[config.mk]
export PLATFORM = sky130hd
export DESIGN_NAME = screen_sequencer
export DESIGN_NICKNAME = d
export VERILOG_FILES = /design/src/rtl/screen_pkg.sv /design/src/rtl/edge_detect.sv /design/src/rtl/screen_sequencer.sv
export SDC_FILE = /design/constraint.sdc
export NUM_CORES = 1
export LEC_CHECK = 0
export CAP_MARGIN = 20
export CORE_UTILIZATION = 40
export CTS_CLUSTER_DIAMETER = 50
export DETAILED_ROUTE_END_ITERATION = 8
export PLACE_DENSITY = 0.84
export SYNTH_ARGS = -nofsm -noshare
export SYNTH_HDL_FRONTEND = slang
export SYNTH_HIERARCHICAL = 1
export SYNTH_SLANG_ARGS = --single-unit
export TNS_END_PERCENT = 100
[constraint.sdc]
create_clock -name vga_clock -period 3.2 [get_ports vga_clock]
set_input_delay 0.96 -clock vga_clock [delete_from_list [all_inputs] [get_ports vga_clock]]
set_output_delay 0.96 -clock vga_clock [all_outputs]
set_load 0.01 [all_outputs]
[src/rtl/screen_pkg.sv]
// Shared types for the VGA screen/game-flow controller and the screen drawers.
//  game_state_t : game-flow states held by screen_sequencer.
//  screen_sel_e : which drawer owns the VGA RGB output.
//  state_to_sel : screen shown for a given game state.
//  pend_prio    : rank of a pending transition; higher ranks may overwrite lower ones.
package screen_pkg;

  typedef enum logic [2:0] {
    StTitle,
    StPlay,
    StRespawn,
    StWin,
    StLose
  } game_state_t;

  typedef enum logic [1:0] {
    SelTitle = 2'd0,
    SelGame  = 2'd1,
    SelWin   = 2'd2,
    SelLose  = 2'd3
  } screen_sel_e;

  function automatic screen_sel_e state_to_sel(game_state_t s);
    screen_sel_e sel;
    case (s)
      StPlay, StRespawn: sel = SelGame;
      StWin:             sel = SelWin;
      StLose:            sel = SelLose;
      default:           sel = SelTitle;
    endcase
    return sel;
  endfunction

  function automatic logic [1:0] pend_prio(game_state_t s);
    logic [1:0] p;
    case (s)
      StWin:     p = 2'd3;
      StLose:    p = 2'd2;
      StRespawn: p = 2'd1;
      default:   p = 2'd0;
    endcase
    return p;
  endfunction

endpackage

[src/rtl/edge_detect.sv]
// Rising-edge detector with one register stage.
//  clk_i  : clock
//  rst_ni : asynchronous active-low reset
//  sig_i  : level input (already synchronous to clk_i)
//  rise_o : high for the cycle in which sig_i is high and was low on the previous cycle
module edge_detect (
  input  logic clk_i,
  input  logic rst_ni,
  input  logic sig_i,
  output logic rise_o
);

  logic prev_d, prev_q;

  always_comb begin
    prev_d = sig_i;
  end

  always_ff @(posedge clk_i or negedge rst_ni) begin
    if (!rst_ni) begin
      prev_q <= 1'b0;
    end else begin
      prev_q <= prev_d;
    end
  end

  assign rise_o = sig_i & ~prev_q;

endmodule

[src/rtl/screen_sequencer.sv]
// Game-flow controller for the VGA path: TITLE -> PLAY -> (RESPAWN) -> WIN/LOSE -> TITLE.
// Tracks lives, gates the game logic and grants the RGB output to one screen drawer.
// Screen changes are held in a one-entry pending slot and commit only on a frame boundary.
//  vga_clock, reset          : pixel clock, asynchronous active-low reset
//  row, column               : scan position including blanking
//  display_enable            : visible-area flag
//  jump_button               : button level (synchronised)
//  mario_won, mario_died     : level-complete / death pulses from game logic
//  title/game/win/lose_rgb   : {r,g,b} from each drawer
//  game_reset_n, game_run    : reset and run-enable for game logic
//  screen_sel                : committed screen (0 title, 1 game, 2 win, 3 lose)
//  vga_red/green/blue        : registered pixel
//  leds                      : [2:0] lives, [6:3] one-hot screen, [9:7] zero
module screen_sequencer
  import screen_pkg::*;
#(
  parameter int unsigned SCREEN_WIDTH     = 640,
  parameter int unsigned SCREEN_HEIGHT    = 480,
  parameter int unsigned START_LIVES      = 3,
  parameter int unsigned RESPAWN_FRAMES   = 60,
  parameter int unsigned WIN_HOLD_FRAMES  = 180,
  parameter int unsigned LOSE_HOLD_FRAMES = 120
) (
  input  logic                                  vga_clock,
  input  logic                                  reset,
  // Scan coordinates span the visible width plus 160 columns of horizontal blanking.
  input  logic [$clog2(SCREEN_WIDTH + 160)-1:0] row,
  input  logic [$clog2(SCREEN_WIDTH + 160)-1:0] column,
  input  logic                                  display_enable,
  input  logic                                  jump_button,
  input  logic                                  mario_won,
  input  logic                                  mario_died,
  input  logic [11:0]                           title_rgb,
  input  logic [11:0]                           game_rgb,
  input  logic [11:0]                           win_rgb,
  input  logic [11:0]                           lose_rgb,
  output logic                                  game_reset_n,
  output logic                                  game_run,
  output logic [1:0]                            screen_sel,
  output logic [3:0]                            vga_red,
  output logic [3:0]                            vga_green,
  output logic [3:0]                            vga_blue,
  output logic [9:0]                            leds
);

  localparam int unsigned CoordW     = $clog2(SCREEN_WIDTH + 160);
  localparam logic [2:0]  StartLives = 3'(START_LIVES);
  localparam logic [7:0]  RespLast   = 8'(RESPAWN_FRAMES - 1);
  localparam logic [7:0]  WinHold    = 8'(WIN_HOLD_FRAMES);
  localparam logic [7:0]  LoseHold   = 8'(LOSE_HOLD_FRAMES);

  logic jump_press, won_edge, died_edge;

  edge_detect u_jump_edge (
    .clk_i  (vga_clock),
    .rst_ni (reset),
    .sig_i  (jump_button),
    .rise_o (jump_press)
  );

  edge_detect u_won_edge (
    .clk_i  (vga_clock),
    .rst_ni (reset),
    .sig_i  (mario_won),
    .rise_o (won_edge)
  );

  edge_detect u_died_edge (
    .clk_i  (vga_clock),
    .rst_ni (reset),
    .sig_i  (mario_died),
    .rise_o (died_edge)
  );

  game_state_t state_d, state_q, pend_state_d, pend_state_q, event_state;
  screen_sel_e screen_sel_d, screen_sel_q;
  logic [2:0]  lives_d, lives_q;
  logic [7:0]  frame_cnt_d, frame_cnt_q, cnt_limit;
  logic        pend_valid_d, pend_valid_q, event_valid, start_game;
  logic        frame_tick_d, frame_tick_q;
  logic        game_reset_n_d, game_reset_n_q, game_run_d, game_run_q;
  logic [11:0] rgb_d, rgb_q;

  always_comb begin
    frame_tick_d   = (row == CoordW'(SCREEN_HEIGHT)) && (column == '0);
    state_d        = state_q;
    lives_d        = lives_q;
    frame_cnt_d    = frame_cnt_q;
    pend_valid_d   = pend_valid_q;
    pend_state_d   = pend_state_q;
    event_valid    = 1'b0;
    event_state    = StTitle;
    start_game     = 1'b0;

    if (state_q == StWin) begin
      cnt_limit = WinHold;
    end else if (state_q == StLose) begin
      cnt_limit = LoseHold;
    end else begin
      cnt_limit = 8'hFF;
    end

    // Frame boundary: commit the pending screen, else run the respawn timer / frame counter.
    if (frame_tick_q) begin
      if (pend_valid_q) begin
        state_d      = pend_state_q;
        frame_cnt_d  = '0;
        pend_valid_d = 1'b0;
        if (state_q == StTitle && pend_state_q == StPlay) begin
          start_game = 1'b1;
          lives_d    = StartLives;
        end
      end else if (state_q == StRespawn && frame_cnt_q == RespLast) begin
        state_d     = StPlay;
        frame_cnt_d = '0;
      end else if (frame_cnt_q != cnt_limit) begin
        frame_cnt_d = frame_cnt_q + 8'd1;
      end
    end

    // Events are judged against the committed state; lives change immediately.
    case (state_q)
      StTitle: begin
        if (jump_press) begin
          event_valid = 1'b1;
          event_state = StPlay;
        end
      end
      StPlay: begin
        if (won_edge) begin
          event_valid = 1'b1;
          event_state = StWin;
        end else if (died_edge) begin
          event_valid = 1'b1;
          event_state = (lives_q <= 3'd1) ? StLose : StRespawn;
          if (lives_q != 3'd0) begin
            lives_d = lives_q - 3'd1;
          end
        end
      end
      StWin: begin
        if (jump_press && frame_cnt_q == WinHold) begin
          event_valid = 1'b1;
          event_state = StTitle;
        end
      end
      StLose: begin
        if (jump_press && frame_cnt_q == LoseHold) begin
          event_valid = 1'b1;
          event_state = StTitle;
        end
      end
      default: ;
    endcase

    // Compared against the post-commit slot so an event on a commit cycle waits a full frame.
    if (event_valid && (!pend_valid_d || pend_prio(event_state) > pend_prio(pend_state_d))) begin
      pend_valid_d = 1'b1;
      pend_state_d = event_state;
    end

    screen_sel_d   = state_to_sel(state_d);
    game_run_d     = (state_d == StPlay);
    game_reset_n_d = !(start_game || (state_d == StRespawn && frame_cnt_d == '0));
  end

  always_ff @(posedge vga_clock or negedge reset) begin
    if (!reset) begin
      state_q        <= StTitle;
      pend_state_q   <= StTitle;
      pend_valid_q   <= 1'b0;
      screen_sel_q   <= SelTitle;
      lives_q        <= StartLives;
      frame_cnt_q    <= '0;
      frame_tick_q   <= 1'b0;
      game_reset_n_q <= 1'b0;
      game_run_q     <= 1'b0;
    end else begin
      state_q        <= state_d;
      pend_state_q   <= pend_state_d;
      pend_valid_q   <= pend_valid_d;
      screen_sel_q   <= screen_sel_d;
      lives_q        <= lives_d;
      frame_cnt_q    <= frame_cnt_d;
      frame_tick_q   <= frame_tick_d;
      game_reset_n_q <= game_reset_n_d;
      game_run_q     <= game_run_d;
    end
  end

  always_comb begin
    rgb_d = '0;
    if (display_enable && state_q != StRespawn) begin
      case (screen_sel_q)
        SelTitle: rgb_d = title_rgb;
        SelGame:  rgb_d = game_rgb;
        SelWin:   rgb_d = win_rgb;
        default:  rgb_d = lose_rgb;
      endcase
    end
  end

  always_ff @(posedge vga_clock or negedge reset) begin
    if (!reset) begin
      rgb_q <= '0;
    end else begin
      rgb_q <= rgb_d;
    end
  end

  assign vga_red      = rgb_q[11:8];
  assign vga_green    = rgb_q[7:4];
  assign vga_blue     = rgb_q[3:0];
  assign game_reset_n = game_reset_n_q;
  assign game_run     = game_run_q;
  assign screen_sel   = screen_sel_q;

  always_comb begin
    leds      = '0;
    leds[2:0] = lives_q;
    leds[6:3] = 4'b0001 << screen_sel_q;
  end

endmodule

==> impl_metrics.ini, run 1 <==
[placement]
post-dp-hpwl_um = 4640
port_buffers = 96
gp_congestion = 0.893

[route]
drt-initial-drc-count = 139
avgViaCountPerCell = 5.33
detail_route.wl_per_cell_um = 14.7
via_count = 2139
ant_nets = 0
drt_pass1_iterations = 4
drt-total-wl_um = 5910
drc = 0

[clocking]
ctsResizeCount = 0
htreeDepth = 2
clockRootBuffer = clkbuf_8
insertion_delay_ps = 290
clock_sinks = 38
cts_made_buffers = 5
clk_pin_slew_worst_paths_ps = 70
ctsHoldBuffers = 0
post_cts_buffers = 0
cts_tree = yes
clockBufferDepth = 2

[floorplan]
die_w_um = 80.4
rows = 28
io_pins = 100
die_h_um = 80.4
dieArea_um2 = 6460
coreArea_um2 = 5920
initial_core_util = 0.415

[synth]
synth_top_area_share = 0.367
synth_sequential_area_ratio = 0.388
ys_warn_count = 6
synth_top_family_by_area = simple AND/OR/NAND/NOR gates
synth_compound_area_frac = 0.132
ys_ff_latch = 38
synth_area_leaders = dfrtp_1, mux4_2, nor2b_1, ha_1, nor2_1
synth_edf_count = 0
avgSynthCellArea_um2 = 10.6
ys.flop_type = dfrtp_1
yosysUniqueCellTypes = 61
yosys.area_share.xor_xnor = 0.00357
synthAdderAreaFrac = 0.0357
synthSimpleGateAreaFrac = 0.233
syn-cell-area_um2 = 2460
synth_top_area_cell = dfrtp_1
yosys-mux-area-fraction = 0.146
syn_inst = 232
synth_async_sr_flop_share = 1.00

[hold_path]
hold_class = flop to flop

[power_and_ir_drop]
power.switching_mw = 0.270
power.internal_mw = 0.891
power_mw = 1.16
pwr-share-seq = 0.454
max-vdd-ir-drop_mv = 0.329
power_frac_clock = 0.344
powerDensity_nw_per_um2 = 328
switching_share = 0.232
power_leakage_nw = 1.42
combPwrFrac = 0.202

[global_route]
grt.overflow.total = 0
antenna_found_initial = 0
grt_pass1_vias = 2098
grt_max_degree = 39
grt_pass1_wl_um = 9580
track_usage = 0.192

[sta]
finalSetupViolCount = 0
fin_crit_sh = 0.862
rsz0062_at_grt = false
hold_ws_ps = 561
worst_clock_skew_ps = 5.98
worst_pin_slew_ps = 843
slew_violations = 0
period_needed_ps = 2760
relSlewSlack = 0.438
hold_viol_final = 0
max_freq_mhz = 363
fin_setup_tns_ps = 0

[cells_and_area]
antenna_cells = 0
layout_common_cells = clkdlybuf4s50_1, dfrtp_1, nor2_1
utilization = 0.597
drive_gt1_frac = 0.129
fin_nets = 406
area_growth_pct = 43.9
layout_commonest_cell = clkdlybuf4s50_1
fill_cells = 503

[run_status]
status = finished clean

[critical_path]
worstPathRequired_ps = 2240
worstSetupStartpointType = flop
cp_data_arrival_time_ps = 1800
ff2ff_setup_slack_ps = 690
critPathSlowestCell = dfrtp_1
endpoint_kind = output port
path_cells = and2_1, clkdlybuf4s50_1
path_class = flop to output port
slowest_delay_ps = 740
crit_path_max_fanout = 17

[job]
drv_cap = 0
[layer usage]
metal | GRT usage | vias up | wire length, um
li1 | - | 1020 | -
met1 | 0.241 | 1059 | 2460
met2 | 0.343 | 56 | 3190
met3 | 0.0364 | 4 | 239
met4 | 0.0321 | 0 | 21
met5 | 0 | - | 0
[sequential cells by signal (all words and copies together) (netlist names)]
register / cells
pend_valid_q: 1
screen_sel: 2
frame_cnt_q: 8
game_run: 1
lives_q: 3
u_died_edge/prev_q: 1
game_reset_n: 1
rgb_q: 12
u_won_edge/prev_q: 1
pend_state_q: 3
u_jump_edge/prev_q: 1
frame_tick_q: 1
state_q: 3
[through the flow]
step           setup slack (ps)  std cells  instance area, um^2
2_1_floorplan               711        234                 2460
3_3_place_gp                280        393                 3430
3_5_place_dp                195        393                 3430
4_1_cts                     417        401                 3530
5_1_grt                     320        401                 3530
6_report                    443        401                 3530
[cell type report]
type / count / area, um^2 / share of cell area
multi-input combinational: 169 / 1360 / 0.385
timing repair buffer: 98 / 971 / 0.275
sequential: 38 / 953 / 0.270
tap: 75 / 93.8 / 0.0265
clock buffer: 7 / 76.3 / 0.0216
inverter: 13 / 48.8 / 0.0138
clock inverter: 1 / 30.0 / 0.00850
[logic make-up after synthesis]
logic type,Yosys count
compound gates,44
buf+inv,27
other cells,1
xor+xnor,1
fa+ha+maj,7
flops,38
simple gates,94
mux,20
[synthesized netlist by cell type, types with 2 or more instances]
cell,count
nor2b_1,15
nor3_1,4
mux4_2,12
dfstp_2,2
dfrtp_1,36
clkbuf_1,4
nand2_1,16
mux2_2,2
ha_1,7
nor4_1,5
nor3b_1,3
nor2b_4,3
o21ai_0,5
clkbuf_2,2
and3_1,3
o32ai_1,2
nor4b_1,4
o21a_1,2
buf_6,3
nand3_1,2
nor2_1,21
and2_1,2
mux2i_1,5
nor4_2,2
and2_0,2
inv_1,13
nand4_1,2
buf_4,3
a21oi_1,15
a31oi_1,2
o21bai_1,3
[worst paths after layout]
kind,endpoint,startpoint,cells after the start
max in group asynchronous,rgb_q[7]$_DFF_PN0_,reset,1
setup reg to reg,game_reset_n$_DFF_PN0_,state_q[0]$_DFF_PN0_,7
hold reg to reg,lives_q[0]$_DFF_PN1_,lives_q[0]$_DFF_PN1_,2
setup / recovery,leds[6],screen_sel[1]$_DFF_PN0_,2
hold / removal,lives_q[0]$_DFF_PN1_,lives_q[0]$_DFF_PN1_,2
min in group asynchronous,frame_tick_q$_DFF_PN0_,reset,1
[worst max-delay path: cells and delay by family (launching register included)]
kind | cells | cell delay, ps
AND/OR/NAND/NOR | 1 | 230
buffers and inverters | 1 | 540
flip-flops | 1 | 740
[power by group through the flow]
stage               combinational, mW  sequential (mW)  clock, mW
finish                          0.235            0.527      0.399
global placement                0.227            0.535          0
floorplan                      0.0978            0.536          0
detailed placement              0.236            0.536          0
global route                    0.258            0.529      0.431
CTS                             0.237            0.527      0.405
Power figures use the tool's default switching activity.
==> run 2, diff against run 1 <==
--- a/config.mk
+++ b/config.mk
@@ -5,7 +5,6 @@
 export SDC_FILE = /design/constraint.sdc
 export NUM_CORES = 1
 export LEC_CHECK = 0
-export CAP_MARGIN = 20
 export CORE_UTILIZATION = 40
 export CTS_CLUSTER_DIAMETER = 50
 export DETAILED_ROUTE_END_ITERATION = 8
==> results of run 2 <==
Same layout as run 1: the final DEF is identical, and so are final timing and power.
==> run 3, diff against run 2 <==
--- a/config.mk
+++ b/config.mk
@@ -9,6 +9,7 @@
 export CTS_CLUSTER_DIAMETER = 50
 export DETAILED_ROUTE_END_ITERATION = 8
 export PLACE_DENSITY = 0.84
+export SETUP_SLACK_MARGIN = 0.15
 export SYNTH_ARGS = -nofsm -noshare
 export SYNTH_HDL_FRONTEND = slang
 export SYNTH_HIERARCHICAL = 1
==> results of run 3 <==
Same layout as run 1: the final DEF is identical, and so are final timing and power.
